==> src/rtl/fetch_unit_pkg.sv <==
// Shared ISA definitions: word widths, reset/halt encodings, opcodes and fetch FSM states.
package fetch_unit_pkg;

    localparam int unsigned XLEN  = 8;
    localparam int unsigned CNT_W = 16;

    localparam logic [XLEN-1:0] ISA_RESET_PC  = 8'h00;
    localparam logic [XLEN-1:0] ISA_HALT_WORD = 8'hFF;

    // Major opcode encodings (upper nibble of the instruction word)
    localparam logic [3:0] OP_NOP    = 4'h0;
    localparam logic [3:0] OP_LOAD   = 4'h1;
    localparam logic [3:0] OP_STORE  = 4'h2;
    localparam logic [3:0] OP_ADD    = 4'h3;
    localparam logic [3:0] OP_SUB    = 4'h4;
    localparam logic [3:0] OP_BRANCH = 4'hA;
    localparam logic [3:0] OP_SYS    = 4'hF;

    typedef enum logic [1:0] {
        ST_IDLE  = 2'd0,
        ST_RUN   = 2'd1,
        ST_DRAIN = 2'd2,
        ST_HALT  = 2'd3
    } fetch_state_e;

    // Next sequential fetch address; wraps 0xFF -> 0x00
    function automatic logic [XLEN-1:0] pc_inc(input logic [XLEN-1:0] pc);
        return XLEN'(pc + XLEN'(1));
    endfunction

endpackage

==> src/rtl/fetch_unit_if.sv <==
// Fetch-side bus: ROM address/data, decode handshake and execute redirect.
interface fetch_unit_if;
    import fetch_unit_pkg::*;

    logic [XLEN-1:0] address_o;
    logic [XLEN-1:0] instruction_i;
    logic [XLEN-1:0] instr_o;
    logic [XLEN-1:0] pc_o;
    logic            valid_o;
    logic            ready_i;
    logic            branch_taken_i;
    logic [XLEN-1:0] branch_target_i;

    modport master (
        output address_o, instr_o, pc_o, valid_o,
        input  instruction_i, ready_i, branch_taken_i, branch_target_i
    );

    modport slave (
        input  address_o, instr_o, pc_o, valid_o,
        output instruction_i, ready_i, branch_taken_i, branch_target_i
    );

endinterface

==> src/rtl/fetch_unit_sat_counter.sv <==
// Saturating up-counter with synchronous clear; clear wins over increment.
module sat_counter #(
    parameter int unsigned WIDTH = 16
) (
    input  logic             clk,
    input  logic             rst_n,
    input  logic             clr,
    input  logic             inc,
    output logic [WIDTH-1:0] count
);

    // Count up, sticking at all-ones
    always_ff @(posedge clk or negedge rst_n) begin
        if (!rst_n) begin
            count <= '0;
        end else if (clr) begin
            count <= '0;
        end else if (inc && (count != '1)) begin
            count <= count + WIDTH'(1);
        end
    end

endmodule

==> src/rtl/fetch_unit.sv <==
// Instruction fetch: walks a combinational ROM, buffers one word for decode,
// handles decode back-pressure, execute redirects and halt-word detection.
module fetch_unit
    import fetch_unit_pkg::*;
#(
    parameter logic [XLEN-1:0] RESET_PC  = ISA_RESET_PC,
    parameter logic [XLEN-1:0] HALT_WORD = ISA_HALT_WORD
) (
    input  logic               clk_i,
    input  logic               rst_n_i,
    input  logic               start_i,
    output logic               halted_o,
    output logic [CNT_W-1:0]   fetch_count_o,
    fetch_unit_if.master       bus
);

    fetch_state_e    state_q, state_next;
    logic [XLEN-1:0] pc_q, pc_next;
    logic [XLEN-1:0] instr_q, instr_next;
    logic [XLEN-1:0] pc_out_q, pc_out_next;
    logic            valid_q, valid_next;
    logic            halted_q;
    logic            cnt_inc, cnt_clr;
    logic            can_accept;
    logic            is_halt_word;

    // State register
    always_ff @(posedge clk_i or negedge rst_n_i) begin
        if (!rst_n_i) begin
            state_q <= ST_IDLE;
        end else begin
            state_q <= state_next;
        end
    end

    // Next-state and datapath update selection
    always_comb begin
        state_next   = state_q;
        pc_next      = pc_q;
        instr_next   = instr_q;
        pc_out_next  = pc_out_q;
        valid_next   = valid_q;
        cnt_inc      = 1'b0;
        cnt_clr      = 1'b0;
        can_accept   = !valid_q || bus.ready_i;
        is_halt_word = (bus.instruction_i == HALT_WORD);

        case (state_q)
            ST_IDLE: begin
                if (start_i) begin
                    pc_next    = RESET_PC;
                    state_next = ST_RUN;
                end
            end

            ST_RUN: begin
                if (bus.branch_taken_i) begin
                    // Redirect beats stall, fetch and halt detection
                    pc_next    = bus.branch_target_i;
                    valid_next = 1'b0;
                end else if (can_accept) begin
                    if (is_halt_word) begin
                        valid_next = 1'b0;
                        state_next = ST_DRAIN;
                    end else begin
                        instr_next  = bus.instruction_i;
                        pc_out_next = pc_q;
                        valid_next  = 1'b1;
                        pc_next     = pc_inc(pc_q);
                        cnt_inc     = 1'b1;
                    end
                end
            end

            ST_DRAIN: begin
                if (bus.branch_taken_i) begin
                    pc_next    = bus.branch_target_i;
                    valid_next = 1'b0;
                    state_next = ST_RUN;
                end else if (valid_q && bus.ready_i) begin
                    valid_next = 1'b0;
                end else if (!valid_q) begin
                    state_next = ST_HALT;
                end
            end

            ST_HALT: begin
                if (start_i) begin
                    pc_next    = RESET_PC;
                    cnt_clr    = 1'b1;
                    state_next = ST_RUN;
                end
            end

            default: begin
                state_next = ST_IDLE;
            end
        endcase
    end

    // PC, decode buffer and halt flag registers
    always_ff @(posedge clk_i or negedge rst_n_i) begin
        if (!rst_n_i) begin
            pc_q     <= RESET_PC;
            instr_q  <= '0;
            pc_out_q <= '0;
            valid_q  <= 1'b0;
            halted_q <= 1'b0;
        end else begin
            pc_q     <= pc_next;
            instr_q  <= instr_next;
            pc_out_q <= pc_out_next;
            valid_q  <= valid_next;
            halted_q <= (state_next == ST_HALT);
        end
    end

    sat_counter #(
        .WIDTH (CNT_W)
    ) u_fetch_count (
        .clk   (clk_i),
        .rst_n (rst_n_i),
        .clr   (cnt_clr),
        .inc   (cnt_inc),
        .count (fetch_count_o)
    );

    assign bus.address_o = pc_q;
    assign bus.instr_o   = instr_q;
    assign bus.pc_o      = pc_out_q;
    assign bus.valid_o   = valid_q;
    assign halted_o      = halted_q;

endmodule

==> src/flat_wrapper.sv <==
// flat-port wrapper written by rule: the top's interface ports become plain ports
module fetch_unit_flat import fetch_unit_pkg::*;
#(
    parameter logic [XLEN-1:0] RESET_PC  = ISA_RESET_PC,
    parameter logic [XLEN-1:0] HALT_WORD = ISA_HALT_WORD
)
  (clk_i, rst_n_i, start_i, halted_o, fetch_count_o, bus_address_o, bus_instr_o, bus_pc_o, bus_valid_o, bus_instruction_i, bus_ready_i, bus_branch_taken_i, bus_branch_target_i);
  fetch_unit_if bus_i ();
  input  logic clk_i;
  input  logic rst_n_i;
  input  logic start_i;
  output logic halted_o;
  output logic [CNT_W-1:0] fetch_count_o;
  output wire logic [$bits(bus_i.address_o)-1:0] bus_address_o;
  output wire logic [$bits(bus_i.instr_o)-1:0] bus_instr_o;
  output wire logic [$bits(bus_i.pc_o)-1:0] bus_pc_o;
  output wire logic [$bits(bus_i.valid_o)-1:0] bus_valid_o;
  input wire logic [$bits(bus_i.instruction_i)-1:0] bus_instruction_i;
  input wire logic [$bits(bus_i.ready_i)-1:0] bus_ready_i;
  input wire logic [$bits(bus_i.branch_taken_i)-1:0] bus_branch_taken_i;
  input wire logic [$bits(bus_i.branch_target_i)-1:0] bus_branch_target_i;
  assign bus_address_o = bus_i.address_o;
  assign bus_instr_o = bus_i.instr_o;
  assign bus_pc_o = bus_i.pc_o;
  assign bus_valid_o = bus_i.valid_o;
  assign bus_i.instruction_i = bus_instruction_i;
  assign bus_i.ready_i = bus_ready_i;
  assign bus_i.branch_taken_i = bus_branch_taken_i;
  assign bus_i.branch_target_i = bus_branch_target_i;
  fetch_unit #(.RESET_PC(RESET_PC), .HALT_WORD(HALT_WORD)) u_core (.clk_i(clk_i), .rst_n_i(rst_n_i), .start_i(start_i), .halted_o(halted_o), .fetch_count_o(fetch_count_o), .bus(bus_i));
endmodule
==> config.mk <==
export PLATFORM = sky130hd
export DESIGN_NAME = fetch_unit_flat
export DESIGN_NICKNAME = d
export VERILOG_FILES = /design/src/rtl/fetch_unit_pkg.sv /design/src/rtl/fetch_unit_if.sv /design/src/rtl/fetch_unit_sat_counter.sv /design/src/rtl/fetch_unit.sv /design/src/flat_wrapper.sv
export SDC_FILE = /design/constraint.sdc
export NUM_CORES = 1
export LEC_CHECK = 0
export BUFFER_PORTS_ARGS = -buffer_cell sky130_fd_sc_hd__buf_2
export CORE_ASPECT_RATIO = 1.1
export CORE_UTILIZATION = 41
export DETAILED_ROUTE_END_ITERATION = 8
export GPL_ROUTABILITY_DRIVEN = 0
export PLACE_DENSITY_LB_ADDON = 0.12
export SLEW_MARGIN = 5
export SYNTH_ARGS = -nofsm -noshare
export SYNTH_HDL_FRONTEND = slang
export SYNTH_HIERARCHICAL = 1
export SYNTH_SLANG_ARGS = --single-unit
==> constraint.sdc <==
create_clock -name clk_i -period 3.4 [get_ports clk_i]
set_clock_uncertainty 0.2 [all_clocks]
set_input_delay 0.34 -clock clk_i [delete_from_list [all_inputs] [get_ports clk_i]]
set_output_delay 0.34 -clock clk_i [all_outputs]
set_load 0.05 [all_outputs]
### Word level (Yosys, flattened, before mapping)

Cells that the tools add are included.

| word-level totals | value |
|---|---|
| register bits | 44 |
| bits in latches | 0 |
| bits in writable memories | 0 |
| bits in read-only memories | 0 |
| output and inout bits | 42 |
| memories kept | 0 |

| cells by class | value |
|---|---|
| add/subtract/negate cells | 2 |
| multipliers | 0 |
| divide/modulo/power cells | 0 |
| $lt $le $gt $ge | 0 |
| equality and inequality tests | 11 |
| shift operators | 0 |
| multiplexer cells | 27 |
| bitwise logic cells | 2 |
| reduce and logical (&&, ||, !) cells | 11 |

Operator list:

| cell | count |
|---|---|
| 8-bit two-way mux | 5 |
| 16-bit two-way mux | 2 |
| 8-bit one-hot mux with 3 select lines | 1 |
| 16-bit by 1-bit adder with 16-bit output (second input constant) | 1 |
| 16-bit inequality test (second input constant) | 1 |
| 2-bit two-way mux | 7 |
| 1-bit two-way mux | 10 |
| 8-bit by 1-bit adder with 8-bit output (second input constant) | 1 |
| 8-bit equality test (second input constant) | 1 |
| 4-bit AND reduction | 2 |
| 2-bit equality test (second input constant) | 3 |
| 3-bit by 2-bit inequality test with 1-bit output (second input constant) | 2 |
| 2-bit one-hot mux with 3 select lines | 1 |
| 2-bit nonzero test | 2 |
| 3-bit inequality test (second input constant) | 1 |
| 3-bit AND reduction | 1 |
| 2-bit by 1-bit equality test with 1-bit output (second input constant) | 1 |
| 1-bit logical AND | 2 |
| 2-bit zero test | 1 |
| 2-bit by 1-bit inequality test with 1-bit output (second input constant) | 1 |
| 2-bit inequality test (second input constant) | 1 |
| 1-bit inverter | 2 |
| 1-bit one-hot mux with 2 select lines | 1 |
| 2-bit OR reduction | 1 |
| other kinds (2) | 2 |

### Logic depth before layout (Yosys ltp)

Gate-level depths: netlist of run 1.

| depth | value |
|---|---|
| depth in word-level cells | 8 |
| gate-level depth with buffers | 12 |
| gate-level depth less buffers | 9 |

### By module

Netlist of run 1, hierarchy kept.

By module, submodules not included:

| module | times used | cells an instance | area each (µm²) | sequential area each (µm²) |
|---|---|---|---|---|
| fetch_unit | 1 | 139 | 1492.7 | 700.7 |
| sat_counter | 1 | 98 | 942.2 | 400.4 |

### Worst setup path before layout of run 1

Ideal clock, no wire load.

| path | value |
|---|---|
| path type | reg-to-reg |
| start point | register u_core.state_q[1] |
| end point | register u_core.u_fetch_count.count[3] |
| setup time | 0.078 ns |
| arrival time | 2.323 ns |
| path slack | 0.799 ns |
| stages on the path, launching flop included | 12 |
| buffers on the path | 2 |
| clock period less this slack | 2.601 ns |
| cell sequence | dfrtp_1 inv_1 ha_1 nor2b_2 buf_6 nand2_4 or2_4 inv_2 inv_1 clkbuf_1 or4_2 a21oi_1 |

| between the ends | value |
|---|---|
| word-level cells in the longest chain between the ends | 4 |

Ends and longest elaborated chain:

| item | line | text |
|---|---|---|
| start: declaration | fetch_unit.sv:17 | `fetch_state_e state_q, state_next;` |
| start signal: assignment | fetch_unit.sv:32 | `state_q <= state_next;` |
| 2-bit by 1-bit equality test with 1-bit output | fetch_unit.sv:48 | `case (state_q)` |
| 1-bit two-way mux | fetch_unit.sv:48 |  |
| named net u_core.cnt_inc | fetch_unit.sv:23 | `logic cnt_inc, cnt_clr;` |
| 1-bit logical AND | fetch_unit_sat_counter.sv:18 | `end else if (inc && (count != '1)) begin` |
| 2-bit nonzero test (no source line) | n/a |  |
| end signal: assignment | fetch_unit_sat_counter.sv:19 | `count <= count + WIDTH'(1);` |
| end: declaration | fetch_unit_sat_counter.sv:9 | `output logic [WIDTH-1:0] count` |

The timed path passes the listed nets, and every way through them passes these cells.
A chain may end at the register's enable or synchronous reset.

### Worst setup path after layout of run 1

Same ends and word-level chain as after synthesis.

==> results of run 1 <==
state kept, by name, summed over array words and instances (netlist names):
| signal | cells |
|---|---|
| u_core/bus.pc_o | 8 |
| u_core/bus.address_o | 8 |
| u_core/bus.valid_o | 1 |
| u_core/bus.instr_o | 8 |
| u_core/u_fetch_count/count | 16 |
| u_core/state_q | 2 |
| u_core/halted_o | 1 |
cell families (layout without fill, tap and decap cells):
kind of cell    count (synthesis)  after routing  share of synthesized area [%]
xor+xnor                        1              1                          0.360
mux                            17             17                           8.63
buf+inv                        23             83                           4.57
simple gates                   78             78                           20.1
fa+ha+maj                       6              6                           3.08
flops                          44             44                           45.2
compound gates                 68             68                           18.0
cell type report:
class                      instances  area [µm²]  share of cell area [%]
clock buffer                       5        68.8                    2.40
multi-input combinational        170        1220                    42.6
sequential                        44        1100                    38.4
clock inverter                     3        18.8                   0.655
timing repair buffer              62         310                    10.8
inverter                          13        48.8                    1.70
tap                               77        96.3                    3.36
routing by layer:
metal | vias up | wire length (µm) | GRT usage, %
met4 | 0 | 74 | 6.06
met3 | 7 | 174 | 4.00
met1 | 994 | 2520 | 25.4
met2 | 40 | 2770 | 31.2
met5 | - | 0 | 0
li1 | 1006 | - | -
power by group:
| group | switching, µW | internal [µW] |
|---|---|---|
| clock | 189 | 144 |
| combinational | 877 | 392 |
| sequential | 147 | 675 |
worst reg2reg max path: cells and delay by family (launching register included):
kind | cells | cell delay [ns]
AO/OA/AOI/OAI | 1 | 0.16
adder cells (fa/ha/maj) | 1 | 0.16
buffers and inverters | 3 | 0.52
flip-flops | 1 | 0.42
AND/OR/NAND/NOR | 4 | 1.53
final timing paths:
check,cells past startpoint,slack (ns),end
hold / removal,1,-0.01,u_core/u_fetch_count/count[12]$_DFFE_PN0P_
setup reg to reg,9,0.34,u_core/u_fetch_count/count[3]$_DFFE_PN0P_
min in group clk_i,2,0.08,u_core/bus.instr_o[2]$_DFFE_PN0P_
max in group asynchronous,1,2.38,u_core/u_fetch_count/count[6]$_DFFE_PN0P_
hold reg to reg,1,0.31,u_core/bus.pc_o[0]$_DFFE_PN0P_
setup / recovery,9,0.34,u_core/u_fetch_count/count[3]$_DFFE_PN0P_
synthesized netlist by cell type (3+ instances only):
| cell | count | area [µm²] |
|---|---|---|
| o21ai_1 | 3 | 15.0 |
| mux2_2 | 8 | 90.1 |
| or4_1 | 5 | 37.5 |
| a31oi_1 | 3 | 18.8 |
| nand2b_1 | 5 | 31.3 |
| mux2_1 | 4 | 45.0 |
| nor2b_1 | 5 | 31.3 |
| o22ai_1 | 7 | 43.8 |
| and3_1 | 4 | 25.0 |
| inv_1 | 12 | 45.0 |
| a211oi_1 | 5 | 37.5 |
| o31ai_1 | 8 | 60.1 |
| dfrtp_1 | 44 | 1100 |
| clkbuf_1 | 5 | 18.8 |
| nand2_1 | 11 | 41.3 |
| o21ai_0 | 14 | 70.1 |
| ha_1 | 6 | 75.1 |
| nor4_1 | 6 | 37.5 |
| nor2_1 | 7 | 26.3 |
| nand4_1 | 9 | 56.3 |
| nand3_1 | 5 | 25.0 |
| mux2_4 | 5 | 75.1 |
| a21oi_1 | 16 | 80.1 |
| buf_6 | 3 | 33.8 |
per-stage QoR:
stage	worst slack [ns]	std cells	hold slack [ns]
global route	0.113	374	0.0757
detailed placement	0.360	366	0.288
CTS	0.349	374	0.0268
floorplan	0.799	237	-0.156
global placement	0.408	366	0.289
finish	0.337	374	-0.0112
layout by cell type (no fill, tap or decap), drive strengths merged, types with 2 or more instances in the layout:
master,n
nor4,7
a31oi,3
nor2,8
dfrtp,44
nor2b,6
o22a,2
o22ai,7
clkinv,3
and3,4
and2,2
a21oi,16
ha,6
buf,62
or4,7
a211oi,6
clkbuf,5
nand2,13
and4,2
o31ai,8
inv,13
nand4,10
mux2,17
nand2b,5
o21ai,18
nand3,5
or3,3
nor3,2
==> results.md, run 1 <==
* Post-Synthesis Cells at 237
* Slew HR at between 30% and 40%
* Row count at 29
* Slowest cell on crit path: or4_2
* Fraction of layout instances using a drive strength above 1 at 33.7%
* Synth Net Count at ~260
* DR vias at 2047
* Global-route wire length before repair at 9290 µm
* Post-synthesis sequential area ratio at between 40% and 50%
* Cell variety after synth at 54
* Post-Route Setup TNS at 0 ns
* Clk buf depth at 2
* Fin. max-slew vios at 0
* Drt initial violations at 69
* Worst path required time at 3.42 ns
* CP Data Arrival Time at 3.08 ns
* Cell family with most CP delay: simple AND/OR/NAND/NOR gates
* Tot Pwr at 2420 µW
* Detailed placer's ending HPWL at 4000 µm
* Tcrit/Tclk final at about nine tenths
* Wire per inst at 14.8 µm
* Initial Utilization at 42.5%
* Final std cell area, no fill at about 2900 µm²
* Worst hold path class: in2async
* CP Class: reg2reg
* Reg-to-Reg Start: u_core/state_q[1]$_DFF_PN0_
* WHS at -0.0112 ns
* CP startpoint: u_core/state_q[1]$_DFF_PN0_
* Fmax at 326 MHz
* Core box area at ~5700 µm²
* Final number of hold-violating endpoints at 3
* Max_cap viols at 0
* Largest net degree at the start of global routing at 45
* Hold buffers post-CTS at 0
* Diode count at 0
* Register clock-pin slew on the reported worst setup and hold paths at around 0.090 ns
* Leak at 0.00137 µW
* Post-synth EDFFs at 0
* CP bufs+invs at 3
* Slowest cell delay on critical path at 0.70 ns
* Synth warn at 6
* RSZ-0062 raised after global routing: no
* Crit path cell chain: inv_1 > ha_1 > nor2b_2 > nand2_4 > or2_4 > inv_2 > inv_1 > or4_2 > a21oi_1
* Root buf cell: clkbuf_8
* Setup-failing EPs final at 0
* Antenna Nets Post-Route at 0
* Sink Count at 44
* Cts bufs inserted at 5
* Number of nets in the layout at 323
* Slew @ Worst Pin at between 1 and 1.5 ns
* I/O Buffers at 62
* Vias per inst at 5.47
* Failing checks: hold timing
* # resized after CTS at 0
* Cell Pwr Density at 845 nW/µm²
* CTS tree: done
* H-tree depth at 2
* Status: complete, but fails checks
* Skew-Pair Late Insertion Delay at 0.30 ns
* Startpoint Class: flip-flop
* Remaining DRCs at 0
* Asr flop ratio synth at between 90% and 100%
* Period minus WS final at 3.06 ns
* Die area at 6250 µm²
* WL final at 5540 µm
* GRT Total Usage at 19.3%
* Number of global-route vias before repair at just under 2000
* Mapped Area at 2430 µm²
* Flops & latches, synth at 44
* GR Overflow Total at 0
* Critical path peak fanout at 22
* Top Ports at 63
* Max VDD drop at 0.480 mV
* DRT Pass-1 Iters at 5
* Cell Area, Placed at 2780 µm²
* Initial antenna violation count at 0
* Avg Cell Area, Syn at 10.3 µm²
* Fill cell count at about 600
* Height of the die at about 83 µm
* Area grow syn2layout at 17.7%
* CP most frequent cell: inv_1
* Layout Utilization at 50.0%
* Main flop type after synthesis: dfrtp_1
* Post-CTS setup buffers at 0
* Critical path endpoint category: flip-flop
* Chip width at 75.5 µm
No activity file was read; power rests on OpenSTA's default activity.
==> run 2: changes to the inputs <==
--- a/config.mk
+++ b/config.mk
@@ -5,12 +5,13 @@
 export SDC_FILE = /design/constraint.sdc
 export NUM_CORES = 1
 export LEC_CHECK = 0
-export BUFFER_PORTS_ARGS = -buffer_cell sky130_fd_sc_hd__buf_2
 export CORE_ASPECT_RATIO = 1.1
 export CORE_UTILIZATION = 41
 export DETAILED_ROUTE_END_ITERATION = 8
+export DONT_BUFFER_PORTS = 1
 export GPL_ROUTABILITY_DRIVEN = 0
 export PLACE_DENSITY_LB_ADDON = 0.12
+export REMOVE_ABC_BUFFERS = 1
 export SLEW_MARGIN = 5
 export SYNTH_ARGS = -nofsm -noshare
 export SYNTH_HDL_FRONTEND = slang
==> run 2 against run 1 <==
Compared with the run above: the flow now finishes without violations; worst setup slack got worse by 0.00070 ns; die area did not move; via count fell by 5.9%; cell count fell by 13%; total power fell by 0.76%; critical path type unchanged; critical endpoint unchanged; largest power group is now registers; highest routed layer unchanged.
==> results.md, run 2 (synthesis gave the netlist of run 1 again) <==
* Remaining DRCs at 0 (unchanged)
* Die area at 6250 µm² (unchanged)
* GRT Total Usage at 19.3% (+0.053 points)
* Chip width at 75.5 µm (unchanged)
* Largest register FFs at 16 (unchanged)
* Initial antenna violation count at 0 (unchanged)
* Max_cap viols at 0 (unchanged)
* Area grow syn2layout at 12.5%
* Skew-Pair Late Insertion Delay at 0.30 ns (about the same)
* GR Util met2 at 32.4% (+1.2 points)
* GR Layer Usage met3 at 6.07% (+2.1 points)
* Row count at 29 (unchanged)
* Layout Utilization at 47.8% (-2.2 points)
* Post-Route Setup TNS at 0 ns (unchanged)
* Area taken by flip-flops and latches at 1100 µm² (unchanged)
* Register clock-pin slew on the reported worst setup and hold paths at 0.09 ns (about the same)
* CP startpoint: u_core/state_q[1]$_DFF_PN0_
* Placement Setup Slack at 0.329 ns (-0.0312 ns)
* Status: finished, final reports clean
* Critical path peak fanout at 22 (unchanged)
* Final std cell area, no fill at 2740 µm² (-4.4%)
* WHS at 0.0534 ns (+0.0646 ns)
* Worst path required time at 3.42 ns (about the same)
* Slew HR at 48.6% (+15 points)
* WL final at 5670 µm (+2.3%)
* Most common cell after layout, fill and taps aside: dfrtp_1
* Leak at 0.00117 µW (-15%)
* H-tree depth at 2 (unchanged)
* Reg-to-Reg Start: u_core/state_q[1]$_DFF_PN0_
* Clk buf depth at 2 (unchanged)
* CP Class: reg2reg
* Core box area at 5730 µm² (unchanged)
* GR peak layer: met2
* Final number of hold-violating endpoints at 0 (-3)
* Worst hold path class: in2reg
* Number of global-route vias before repair at 1912 (-2.0%)
* Top Ports at 63 (unchanged)
* Cts bufs inserted at 5 (unchanged)
* Critical path endpoint category: flip-flop
* Initial Utilization at 42.5% (unchanged)
* Startpoint Class: flip-flop
* RSZ-0062 raised after global routing: no
* Slew @ Worst Pin at 0.771 ns (-0.230 ns)
* Sink Count at 44 (unchanged)
* Setup-failing EPs final at 0 (unchanged)
* Diode count at 0 (unchanged)
* Reg with most FFs: u_core/u_fetch_count/count
* Number of nets in the layout at 276 (-15%)
* DR vias at 1926 (-5.9%)
* Period minus WS final at 3.06 ns (+0.000698 ns)
* Root buf cell: clkbuf_8
* GR Overflow Total at 0 (unchanged)
* CP Data Arrival Time at 3.08 ns (about the same)
* CTS tree: done
* Hold Path Origin: bus_branch_taken_i
* Global-route wire length before repair at 9180 µm (-1.2%)
* Vias per inst at 5.89 (+7.6%)
* Cell Area, Placed at 2510 µm² (-9.8%)
* I/O Buffers at 0 (-100%)
* Setup ws final at 0.336 ns (-0.000698 ns)
* Tcrit/Tclk final at 90.1% (about the same)
* Cell Pwr Density at 878 nW/µm² (+3.8%)
* Fmax at 326 MHz (about the same)
* Fraction of layout instances using a drive strength above 1 at 17.6% (-16 points)
* Height of the die at 82.8 µm (unchanged)
* Detailed placer's ending HPWL at 3940 µm (-1.5%)
* Drt initial violations at 92 (+33%)
* Met1 usage at 22.7% (-2.7 points)
* # resized after CTS at 0 (unchanged)
* Fin. max-slew vios at 0 (unchanged)
* Largest net degree at the start of global routing at 45 (unchanged)
* Fill cell count at 574 (-2.7%)
* Most frequent cells in the layout: dfrtp_1, a21oi_1, o21ai_0, inv_1, nand2_1
* Wire per inst at 17.3 µm (+17%)
* DRT Pass-1 Iters at 4 (-1)
* Antenna Nets Post-Route at 0 (unchanged)
* Multi-input logic area at 1220 µm² (unchanged)
* Max VDD drop at 0.572 mV (+19%)
## run 2: cell count changes in the layout (fill, tap and decap cells not counted)
cell / delta
buf_2: -62
dlygate4sd3_1: +9
buf_4: +5
clkinv_2: -2
buf_16: +1
bufinv_16: +1
clkinv_4: +1
## run 2: area by class of cell
type | instances | area share [%]
timing repair buffer | 15 | 5.66
inverter | 13 | 1.78
clock inverter | 3 | 1.74
clock buffer | 5 | 2.51
sequential | 44 | 40.2
tap | 77 | 3.52
multi-input combinational | 170 | 44.6
## run 2: repair_timing
| action | CTS | global route |
|---|---|---|
| hold buffers | 10 | 0 |
| hold endpoints to repair | 52 | 0 |
| setup buffers | 0 | 0 |
## run 2: worst max-delay path: stages (launching register included)
cell and delay [ns]:
dfrtp_1 0.42, inv_1 0.10, ha_1 0.16, nor2b_2 0.35
nand2_4 0.12, or2_4 0.33, inv_2 0.16, inv_1 0.28
or4_2 0.71, a21oi_1 0.16
## run 2: path summary, 6_finish.rpt
check | slack [ns] | depth (start not counted) | to
worst max-delay path | 0.34 | 9 | u_core/u_fetch_count/count[3]$_DFFE_PN0P_
worst min-delay path | 0.05 | 3 | u_core/bus.valid_o$_DFFE_PN0P_
worst max register to register | 0.34 | 9 | u_core/u_fetch_count/count[3]$_DFFE_PN0P_
worst min register to register | 0.39 | 1 | u_core/state_q[1]$_DFF_PN0_
max in group asynchronous | 2.39 | 2 | u_core/bus.valid_o$_DFFE_PN0P_
min in group asynchronous | 0.39 | 2 | u_core/u_fetch_count/count[15]$_DFFE_PN0P_
## run 2: per-layer routing
layer  share of wire [%]  wire [µm]
met5                   0          0
met4                 2.4        138
met3                 6.5        367
met2                  51       2870
met1                  40       2290
## run 2: metrics by stage
stage | cells | total power, µW
5_1_grt | 327 | 2560
3_3_place_gp | 309 | 1990
6_report | 327 | 2410
2_1_floorplan | 227 | 1800
3_5_place_dp | 309 | 1990
4_1_cts | 327 | 2440
## run 2: power by group
part / switching [µW] / internal (µW) / total [µW]
Combinational: 432 / 328 / 760
Sequential: 566 / 666 / 1230
Clock: 191 / 221 / 413
Total: 1190 / 1220 / 2410
==> run 3: changes to the inputs <==
--- a/config.mk
+++ b/config.mk
@@ -6,7 +6,7 @@
 export NUM_CORES = 1
 export LEC_CHECK = 0
 export CORE_ASPECT_RATIO = 1.1
-export CORE_UTILIZATION = 41
+export CORE_UTILIZATION = 60
 export DETAILED_ROUTE_END_ITERATION = 8
 export DONT_BUFFER_PORTS = 1
 export GPL_ROUTABILITY_DRIVEN = 0
==> run 3 against run 2 <==
Compared with the run above: fmax fell by 3.6%; die area is 31% lower; combinational power shrank 2%; sequential share of layout area increased by 0.86 points; global-route usage grew 9.4 points; sequential power rose by 3%; worst setup slack got worse by 0.11 ns; total power rose by 0.29%; critical path type unchanged; critical endpoint unchanged.
==> results.md, run 3 (synthesis gave the netlist of run 1 again) <==
* Status: finished, final reports clean
* CTS tree: done
* Reg with most FFs: u_core/u_fetch_count/count
* Top Ports at 63 (unchanged)
* Crit path cell chain: inv_1 > ha_1 > nor2b_2 > nand2_4 > or2_4 > inv_2 > inv_1 > or4_2 > a21oi_1
* Global-route wire length before repair at 9380 µm (+2.2%)
* Initial Utilization at 64.6% (+22 points)
* Clk buf depth at 2 (unchanged)
* Max VDD drop at 0.469 mV (-18%)
* Slowest cell delay on critical path at 0.74 ns (+0.03 ns)
* Worst path required time at 3.41 ns (about the same)
* Most frequent cells in the layout: dfrtp_1, a21oi_1, o21ai_0, inv_1, nand2_1
* Initial antenna violation count at 0 (unchanged)
* Fraction of layout instances using a drive strength above 1 at 16.5% (-1.1 points)
* Setup ws final at 0.222 ns (-0.114 ns)
* Root buf cell: clkbuf_8
* Tot Pwr at 2410 µW (+0.29%)
* Hold Path Origin: bus_branch_taken_i
* Fmax at 315 MHz (-3.6%)
* Remaining DRCs at 0 (unchanged)
* Critical path peak fanout at 22 (unchanged)
* WHS at 0.0664 ns (+0.0130 ns)
* WP depth at 9 (unchanged)
* Number of nets in the layout at 274 (-0.72%)
* # resized after CTS at 0 (unchanged)
* Largest net degree at the start of global routing at 45 (unchanged)
* Detailed placer's ending HPWL at 4030 µm (+2.3%)
* R2r setup slk at 0.22 ns (-0.11 ns)
* H-tree depth at 2 (unchanged)
* Setup-failing EPs final at 0 (unchanged)
* Die area at 4320 µm² (-31%)
* Reg-to-Reg Start: u_core/state_q[1]$_DFF_PN0_
* Critical path endpoint category: flip-flop
* Largest register FFs at 16 (unchanged)
* DRT Pass-1 Iters at 5 (+1)
* RSZ-0062 raised after global routing: no
* Worst hold path class: in2reg
* GR Overflow Total at 0 (unchanged)
* Number of global-route vias before repair at 1948 (+1.9%)
* Sink Count at 44 (unchanged)
* Area grow syn2layout at 10.2%
* Height of the die at 68.8 µm (-17%)
* Cell family with most CP delay: simple AND/OR/NAND/NOR gates
* Skew-Pair Late Insertion Delay at 0.29 ns (about the same)
* Wire per inst at 19.6 µm (+13%)
* Fin. max-slew vios at 0 (unchanged)
* Drt initial violations at 190 (+110%)
* I/O Buffers at 0 (unchanged)
* WL final at 5830 µm (+2.9%)
* Placement Setup Slack at 0.329 ns (-0.000157 ns)
* Cts bufs inserted at 5 (unchanged)
* Slew @ Worst Pin at 0.770 ns (-0.000952 ns)
* CP Data Arrival Time at 3.19 ns (+0.11 ns)
* CP Class: reg2reg
* Antenna Nets Post-Route at 0 (unchanged)
* Core box area at 3770 µm² (-34%)
* Leak at 0.00115 µW (-1.2%)
* Reg2Reg Depth at 9 (unchanged)
* CP startpoint: u_core/state_q[1]$_DFF_PN0_
* Diode count at 0 (unchanged)
* CP most frequent cell: inv_1
* Setup crit end: u_core/u_fetch_count/count[3]$_DFFE_PN0P_
* DR vias at 2025 (+5.1%)
* RR Endpoint: u_core/u_fetch_count/count[3]$_DFFE_PN0P_
* Slowest cell on crit path: or4_2
* Cell Pwr Density at 899 nW/µm² (+2.4%)
* Max_cap viols at 0 (unchanged)
* Chip width at 62.7 µm (-17%)
* Tcrit/Tclk final at 93.5% (+3.3 points)
* Startpoint Class: flip-flop
* Vias per inst at 6.80 (+15%)
* Period minus WS final at 3.18 ns (+0.114 ns)
* CP bufs+invs at 3 (unchanged)
* Post-Route Setup TNS at 0 ns (unchanged)
* Slew HR at 48.7% (+0.063 points)
* Final number of hold-violating endpoints at 0 (unchanged)
* Row count at 23 (-21%)
* GRT Total Usage at 28.7% (+9.4 points)
* Most common cell after layout, fill and taps aside: dfrtp_1
* Register clock-pin slew on the reported worst setup and hold paths at 0.09 ns (about the same)
* Fill cell count at 283 (-51%)
-- run 3: power by group --
group          total, µW  switching, µW  internal [µW]
Clock                397            178            218
Combinational        742            422            321
Sequential          1270            608            666
-- run 3: worst min-delay path by stage --
| stage | slack [ns] | endpoint | cells past startpoint |
|---|---|---|---|
| 2_1_floorplan | -0.16 | u_core/bus.address_o[0]$_DFFE_PN0P_ | 0 |
| 3_3_place_gp | -0.15 | u_core/u_fetch_count/count[10]$_DFFE_PN0P_ | 0 |
| 3_5_place_dp | -0.15 | u_core/u_fetch_count/count[10]$_DFFE_PN0P_ | 0 |
| 4_1_cts | 0.004 | u_core/bus.instr_o[0]$_DFFE_PN0P_ | 1 |
| 5_1_grt | 0.07 | u_core/bus.address_o[2]$_DFFE_PN0P_ | 2 |
| 6_report | 0.07 | u_core/bus.valid_o$_DFFE_PN0P_ | 3 |
-- run 3: timing repair --
action,4_1_cts,5_1_grt
hold endpoints to repair,51,1
buffers inserted,0,0
hold buffers,9,1
-- run 3: worst register-to-register path, stage by stage (launching register included) --
cell and delay, ns:
dfrtp_1 0.43, inv_1 0.13, ha_1 0.17, nor2b_2 0.35, nand2_4 0.12, or2_4 0.33
inv_2 0.17, inv_1 0.29, or4_2 0.74, a21oi_1 0.18
-- run 3: metrics by stage --
stage | std cells | cell area, µm² | utilization, %
after global placement | 280 | 2460 | 65.2
after detailed placement | 280 | 2460 | 65.2
after global routing | 298 | 2680 | 71.2
after floorplan | 227 | 2370 | -
after CTS | 297 | 2670 | 70.9
final | 298 | 2680 | 71.2
-- run 3: layer usage --
layer | GRT usage [%] | share of wire, % | vias to the layer above
met2 | 52.4 | 52 | 117
met1 | 32.5 | 38 | 978
met3 | 8.06 | 7.5 | 15
li1 | - | - | 915
met4 | 11.0 | 2.0 | 0
met5 | 0 | 0 | -
-- run 3: final cells by class --
cell class / count / area [µm²] / area share (%)
clock buffers: 6 / 72.6 / 2.71
multi-input cells: 170 / 1220 / 45.6
clock inverters: 2 / 35.0 / 1.31
well taps: 50 / 62.6 / 2.33
inverters: 13 / 48.8 / 1.82
flip-flops and latches: 44 / 1100 / 41.0
repair buffers: 13 / 140 / 5.22
